<file path="src/rtl/mem_ctrl_pkg.sv">
// Shared encodings for the byte-serial memory controller and the CPU stages.
// Holds FSM state encodings, MEM-stage rw codes and bus-owner codes.
// Also provides the access-length decode used at request acceptance.
package mem_ctrl_pkg;

  typedef enum logic [1:0] {
    ST_IDLE  = 2'b00,
    ST_READ  = 2'b01,
    ST_WRITE = 2'b10,
    ST_DONE  = 2'b11
  } state_t;

  // MEM-stage request codes; 2'b11 is treated like RW_NONE
  localparam logic [1:0] RW_NONE  = 2'b00;
  localparam logic [1:0] RW_READ  = 2'b01;
  localparam logic [1:0] RW_WRITE = 2'b10;

  // Bus owner codes reported on IF_or_MEM
  localparam logic [1:0] OWN_NONE = 2'b00;
  localparam logic [1:0] OWN_MEM  = 2'b01;
  localparam logic [1:0] OWN_IF   = 2'b10;

  // Only 1 and 2 are honoured as short accesses; anything else is a word
  function automatic logic [2:0] decode_len(input logic [2:0] len);
    case (len)
      3'd1:    return 3'd1;
      3'd2:    return 3'd2;
      default: return 3'd4;
    endcase
  endfunction

endpackage

</file>
<file path="src/rtl/mem_ctrl.sv">
// Arbitrates IF and MEM requests onto a byte-wide synchronous RAM, one byte per cycle.
// Latency: read n+2 cycles, write n+1 cycles from the acceptance edge to the DONE pulse.
// No backpressure: a pending request simply waits in IDLE; MEM wins over IF.
module mem_ctrl
  import mem_ctrl_pkg::*;
#(
  parameter int RAM_ADDR_WIDTH = 17
) (
  input  logic                      clk,
  input  logic                      rst,
  input  logic                      if_req,
  input  logic [31:0]               if_addr,
  input  logic [1:0]                rw_in,
  input  logic [31:0]               addr_mem_in,
  input  logic [2:0]                data_length_in,
  input  logic [31:0]               data_mem_in,
  output logic [1:0]                IF_or_MEM,
  output logic                      busy_out,
  output logic                      done_out,
  output logic [31:0]               data_out,
  output logic [RAM_ADDR_WIDTH-1:0] ram_addr,
  output logic [7:0]                ram_dout,
  input  logic [7:0]                ram_din,
  output logic                      ram_wr
);

  state_t      state_q, state_d;
  logic [1:0]  owner_q, owner_d;
  logic [31:0] base_q, base_d;
  logic [2:0]  len_q, len_d;
  logic [2:0]  cnt_q, cnt_d;
  logic [31:0] wdata_q, wdata_d;
  logic [31:0] rdata_q, rdata_d;

  // Byte lanes: the write lane follows the counter, the read lane trails it by one
  // because RAM data arrives a cycle after its address.
  logic [4:0]                wr_lsb;
  logic [4:0]                rd_lsb;
  logic [RAM_ADDR_WIDTH-1:0] cur_addr;

  assign wr_lsb   = {cnt_q[1:0], 3'b000};
  assign rd_lsb   = {cnt_q[1:0] - 2'd1, 3'b000};
  // Full 32-bit wrap first, then truncate to the RAM width
  assign cur_addr = RAM_ADDR_WIDTH'(base_q + {29'd0, cnt_q});

  // State and transaction context registers
  always_ff @(posedge clk or posedge rst) begin
    if (rst) begin
      state_q <= ST_IDLE;
      owner_q <= OWN_NONE;
      base_q  <= '0;
      len_q   <= '0;
      cnt_q   <= '0;
      wdata_q <= '0;
      rdata_q <= '0;
    end else begin
      state_q <= state_d;
      owner_q <= owner_d;
      base_q  <= base_d;
      len_q   <= len_d;
      cnt_q   <= cnt_d;
      wdata_q <= wdata_d;
      rdata_q <= rdata_d;
    end
  end

  // Next state: accept in IDLE, step one byte per cycle, single-cycle DONE
  always_comb begin
    state_d = state_q;
    owner_d = owner_q;
    base_d  = base_q;
    len_d   = len_q;
    cnt_d   = cnt_q;
    wdata_d = wdata_q;
    rdata_d = rdata_q;
    case (state_q)
      ST_IDLE: begin
        if (rw_in == RW_READ || rw_in == RW_WRITE) begin
          owner_d = OWN_MEM;
          base_d  = addr_mem_in;
          len_d   = decode_len(data_length_in);
          wdata_d = data_mem_in;
          cnt_d   = 3'd0;
          rdata_d = 32'd0;
          state_d = (rw_in == RW_READ) ? ST_READ : ST_WRITE;
        end else if (if_req) begin
          owner_d = OWN_IF;
          base_d  = if_addr;
          len_d   = 3'd4;
          cnt_d   = 3'd0;
          rdata_d = 32'd0;
          state_d = ST_READ;
        end
      end
      ST_READ: begin
        // cnt_q == len_q is the extra cycle that only collects the last byte
        if (cnt_q != 3'd0) rdata_d[rd_lsb +: 8] = ram_din;
        if (cnt_q == len_q) state_d = ST_DONE;
        else                cnt_d   = cnt_q + 3'd1;
      end
      ST_WRITE: begin
        if (cnt_q == len_q - 3'd1) state_d = ST_DONE;
        else                       cnt_d   = cnt_q + 3'd1;
      end
      ST_DONE: begin
        state_d = ST_IDLE;
        owner_d = OWN_NONE;
      end
      default: state_d = ST_IDLE;
    endcase
  end

  // Outputs decoded from state so reset clears them without waiting for a clock
  always_comb begin
    IF_or_MEM = OWN_NONE;
    busy_out  = 1'b0;
    done_out  = 1'b0;
    ram_addr  = '0;
    ram_dout  = 8'd0;
    ram_wr    = 1'b0;
    case (state_q)
      ST_READ: begin
        busy_out  = 1'b1;
        IF_or_MEM = owner_q;
        if (cnt_q != len_q) ram_addr = cur_addr;
      end
      ST_WRITE: begin
        busy_out  = 1'b1;
        IF_or_MEM = owner_q;
        ram_addr  = cur_addr;
        ram_dout  = wdata_q[wr_lsb +: 8];
        ram_wr    = 1'b1;
      end
      ST_DONE: begin
        done_out  = 1'b1;
        IF_or_MEM = owner_q;
      end
      default: ;
    endcase
  end

  assign data_out = rdata_q;

endmodule

</file>
<file path="config.mk">
export PLATFORM = sky130hd
export DESIGN_NAME = mem_ctrl
export DESIGN_NICKNAME = d
export VERILOG_FILES = /design/src/rtl/mem_ctrl_pkg.sv /design/src/rtl/mem_ctrl.sv
export SDC_FILE = /design/constraint.sdc
export NUM_CORES = 1
export LEC_CHECK = 0
export ABC_CLOCK_PERIOD_IN_PS = 9700
export CORE_UTILIZATION = 45
export DETAILED_ROUTE_END_ITERATION = 7
export DONT_BUFFER_PORTS = 1
export GPL_TIMING_DRIVEN = 0
export MAX_ROUTING_LAYER = met4
export PLACE_DENSITY = 0.7
export SLEW_MARGIN = 15
export SYNTH_ARGS = -nofsm -noshare
export SYNTH_HDL_FRONTEND = slang
export SYNTH_SLANG_ARGS = --single-unit
export TNS_END_PERCENT = 50
</file>
<file path="constraint.sdc">
create_clock -name clk -period 9.7 [get_ports clk]
set_clock_uncertainty 0.2 [all_clocks]
set_input_delay 2.91 -clock clk [delete_from_list [all_inputs] [get_ports clk]]
set_output_delay 2.91 -clock clk [all_outputs]
set_load 0.01 [all_outputs]
</file>
==> results of run 1 <==
[power by group through the flow]
| stage | clock network, µW | registers [µW] | logic, µW |
|---|---|---|---|
| after floorplan | 0 | 601 | 685 |
| after global placement | 0 | 628 | 801 |
| after detailed placement | 0 | 637 | 830 |
| after CTS | 297 | 630 | 832 |
| after global routing | 313 | 650 | 921 |
| final | 290 | 630 | 827 |
[cells by family (layout without fill, tap and decap cells)]
| kind of cell | Yosys count | count (layout) |
|---|---|---|
| and+or+nand+nor | 117 | 117 |
| AOI/OAI and AO/OA | 96 | 96 |
| DFF | 91 | 91 |
| buffers and inverters | 62 | 79 |
| muxes | 51 | 51 |
| adders and majority gates | 18 | 18 |
| xor gates and xnor gates | 14 | 14 |
[critical path, stage by stage, from the launching register on]
cell and delay [ns]:
dfrtp_1 0.50, buf_4 0.29, inv_1 0.17, fa_1 0.43
nor2b_1 0.33, o2111ai_1 0.29, or3_1 0.44, a21oi_1 0.27
[per-stage QoR]
step / instances / instance area (µm²)
after global placement: 585 / 4966
after CTS: 602 / 5223
after global routing: 602 / 5223
final: 602 / 5223
after detailed placement: 586 / 4996
after floorplan: 449 / 4796
[routing by layer]
layer / up-vias / track usage, % / wire length (µm)
li1: 1598 / - / -
met1: 1689 / 27.08 / 4771
met2: 117 / 34.54 / 5519
met3: 11 / 5.566 / 769
met4: 0 / 7.243 / 139
met5: - / - / 0
[final cells by class]
type                            instances  share of cell area [%]
Clock buffer                           11                   2.707
Buffer                                 20                   1.893
Inverter                               42                   3.067
Tap cell                              136                   3.258
Timing Repair Buffer                    1                  0.5271
Sequential cell                        91                   43.60
Multi-Input combinational cell        296                   43.32
Clock inverter                          5                   1.629
[synth_stat cells (all sizes together), types with 7 or more instances]
cell / count / share of area, %
dfrtp: 91 / 47
inv: 42 / 3.3
mux2: 34 / 8.0
o21ai: 31 / 3.2
a21oi: 27 / 3.1
nor2: 27 / 2.2
nand2: 25 / 2.0
nand3: 20 / 2.1
o22ai: 18 / 2.3
ha: 17 / 4.4
buf: 10 / 1.3
clkbuf: 10 / 0.78
and2: 9 / 1.2
mux2i: 9 / 1.9
a22o: 8 / 1.5
mux4: 8 / 3.8
or3: 8 / 1.1
xnor2: 7 / 1.3
[sequential cells by signal, indices dropped and copies added, names as in the netlist]
register	cells
wdata_q	32
data_out	32
len_q	3
cnt_q	3
base_q	17
owner_q	2
state_q	2
[worst paths after layout]
kind / from / endpoint / slack (ns) / cells after the start
setup / recovery: cnt_q[1] / ram_addr[16] / 3.53 / 7
hold / removal: owner_q[0] / owner_q[0] / 0.29 / 2
setup reg to reg: cnt_q[1] / data_out[15] / 6.94 / 7
hold reg to reg: owner_q[0] / owner_q[0] / 0.29 / 2
max in group asynchronous: rst / base_q[5] / 6.45 / 2
min in group asynchronous: rst / data_out[12] / 2.20 / 1
==> impl_metrics.csv, run 1 <==
group,metric,value,unit
run_status,status,"finished, final reports clean",
routing,routedWlPerCell,18.60,µm
global_routing,grt_usage,21.71,%
setup_path,endpoint_kind,"primary output",
power,p_sw,720.8,µW
layout,fin_nets,591,
sta,slew_headroom,39.70,%
clocking,cts_buffers,9,
layout,fin_util,50.59,%
layout,ff_latch_area,2277,µm²
place,portBuffers,0,
global_routing,antenna_found_initial,0,
routing,vias,3415,
routing,viasPerCell,5.673,
layout,diodes,0,
yosys,ys_seq_area_share,47.48,%
yosys,synthArstFlopShare,100.0,%
power,irDropWorstVdd,0.1585,mV
clocking,cts_tree,"built",
sta,hold_viol,0,
place,gp_congestion,0.8289,
flow_run,maxCapViolCount,0,
yosys,syn_nets,579,
die,coreArea,10320,µm²
power,p_sw_share,41.27,%
layout,drive_gt1_share,16.31,%
setup_path,path_class,"flip-flop to primary output",
yosys,synth_enable_flop_cells,0,
yosys,synth-seq-cells,91,
yosys,synthCells,449,
power,p_clk_share,16.6,%
power,total_leakage_power,0.002185,µW
routing,drc,0,
sta,worst_hold_slack,0.2916,ns
clocking,cts_resized,0,
setup_path,cp_max_fo,10,
sta,fin_crit,6.174,ns
yosys,yosys_warnings,0,
min_path,hold_class,"flip-flop to flip-flop",
clocking,post_cts_buffers,0,
yosys,avgSynthCellArea,10.68,µm²
clocking,clk_pin_slew,0.09,ns
die,start_util,46.45,%
global_routing,grt_pass1_vias,3486,
yosys,synthXorXnorAreaFrac,2.844,%
die,fp.dieW,105.2,µm
yosys,synthSimpleGateAreaFrac,12.94,%
sta,clock.fmax,162.0,MHz
setup_path,cp.required,6.59,ns
yosys,synth_top_family_by_area,"multiplexers",
sta,finalCritPeriodShare,63.65,%
clocking,cts_buffer_depth,2,
routing,drtIter0Drc,171,
sta,worst_pin_slew,0.8976,ns
yosys,synth_ff_type,"dfrtp_1",
yosys,mappedNetlistArea,4796,µm²
sta,fin_setup_tns,0,ns
yosys,synth_mux_area_share,13.62,%
die,num_rows,37,
layout,multi_input_area,2262,µm²
layout,syn_to_final_growth,8.896,%
clocking,hold_buffers,0,
clocking,htree_levels,3,
routing,wirelength,11.20,mm
clocking,clock_sinks,91,
setup_path,start_kind,"flip-flop",
place,hpwlAfterDp,8.313,mm
sta,timing_max_transition_violations_final,0,
power,totalPowerFinal,1747,µW
routing,dr.pass1.iters,4,
sta,setup_slack,3.526,ns
power,p_comb_share,47.3,%
sta,rsz0062_at_grt,"no",
layout,layout_commonest_cell,"dfrtp_1",
yosys,synth_adder_area_share,4.853,%
routing,drtAntennaViolNets,0,
yosys,synth_compound_area_share,12.91,%
die,dieArea,11070,µm²
clocking,clk_root_buffer_cell,"clkbuf_8",
global_routing,grt_max_degree,63,
die,chipHeight,105.2,µm
setup_path,critPathArrivalTime,3.06,ns
clocking,clk_latency,0.35,ns
sta,setup_viol,0,
global_routing,overflow,0,
place,preCtsSetupSlack,3.918,ns
layout,nFillCells,940,
power,p_int,1026,µW
layout,final_cell_mix,"dfrtp_1, inv_1, mux2_2",
yosys,yosysUniqueCellTypes,46,
die,ioPinCount,174,
power,seqPwrFrac,36.1,%
global_routing,grt_pass1_wl,18.01,mm
power,power_density,334.4,nW/µm²
Note: power is estimated with default switching activity, not from simulation.
==> run 2: changes to the inputs <==
--- a/config.mk
+++ b/config.mk
@@ -5,7 +5,7 @@
 export SDC_FILE = /design/constraint.sdc
 export NUM_CORES = 1
 export LEC_CHECK = 0
-export ABC_CLOCK_PERIOD_IN_PS = 9700
+export ABC_CLOCK_PERIOD_IN_PS = 6000
 export CORE_UTILIZATION = 45
 export DETAILED_ROUTE_END_ITERATION = 7
 export DONT_BUFFER_PORTS = 1
==> constraint.sdc (replaced) <==
create_clock -name clk -period 6 [get_ports clk]
set_clock_uncertainty 0.2 [all_clocks]
set_input_delay 1.8 -clock clk [delete_from_list [all_inputs] [get_ports clk]]
set_output_delay 1.8 -clock clk [all_outputs]
set_load 0.01 [all_outputs]
==> results of run 2 <==
Same layout as run 1 (identical final DEF). Status: finished, final reports clean.
Main changes from that run: setup slack after placement 3.918 ns -> 1.328 ns; setup slack after layout 3.526 ns -> 0.9359 ns; register-to-register setup slack 6.94 ns -> 3.24 ns; total power 1747 µW -> 2824 µW; worst IR drop on VDD 0.1585 mV -> 0.2563 mV
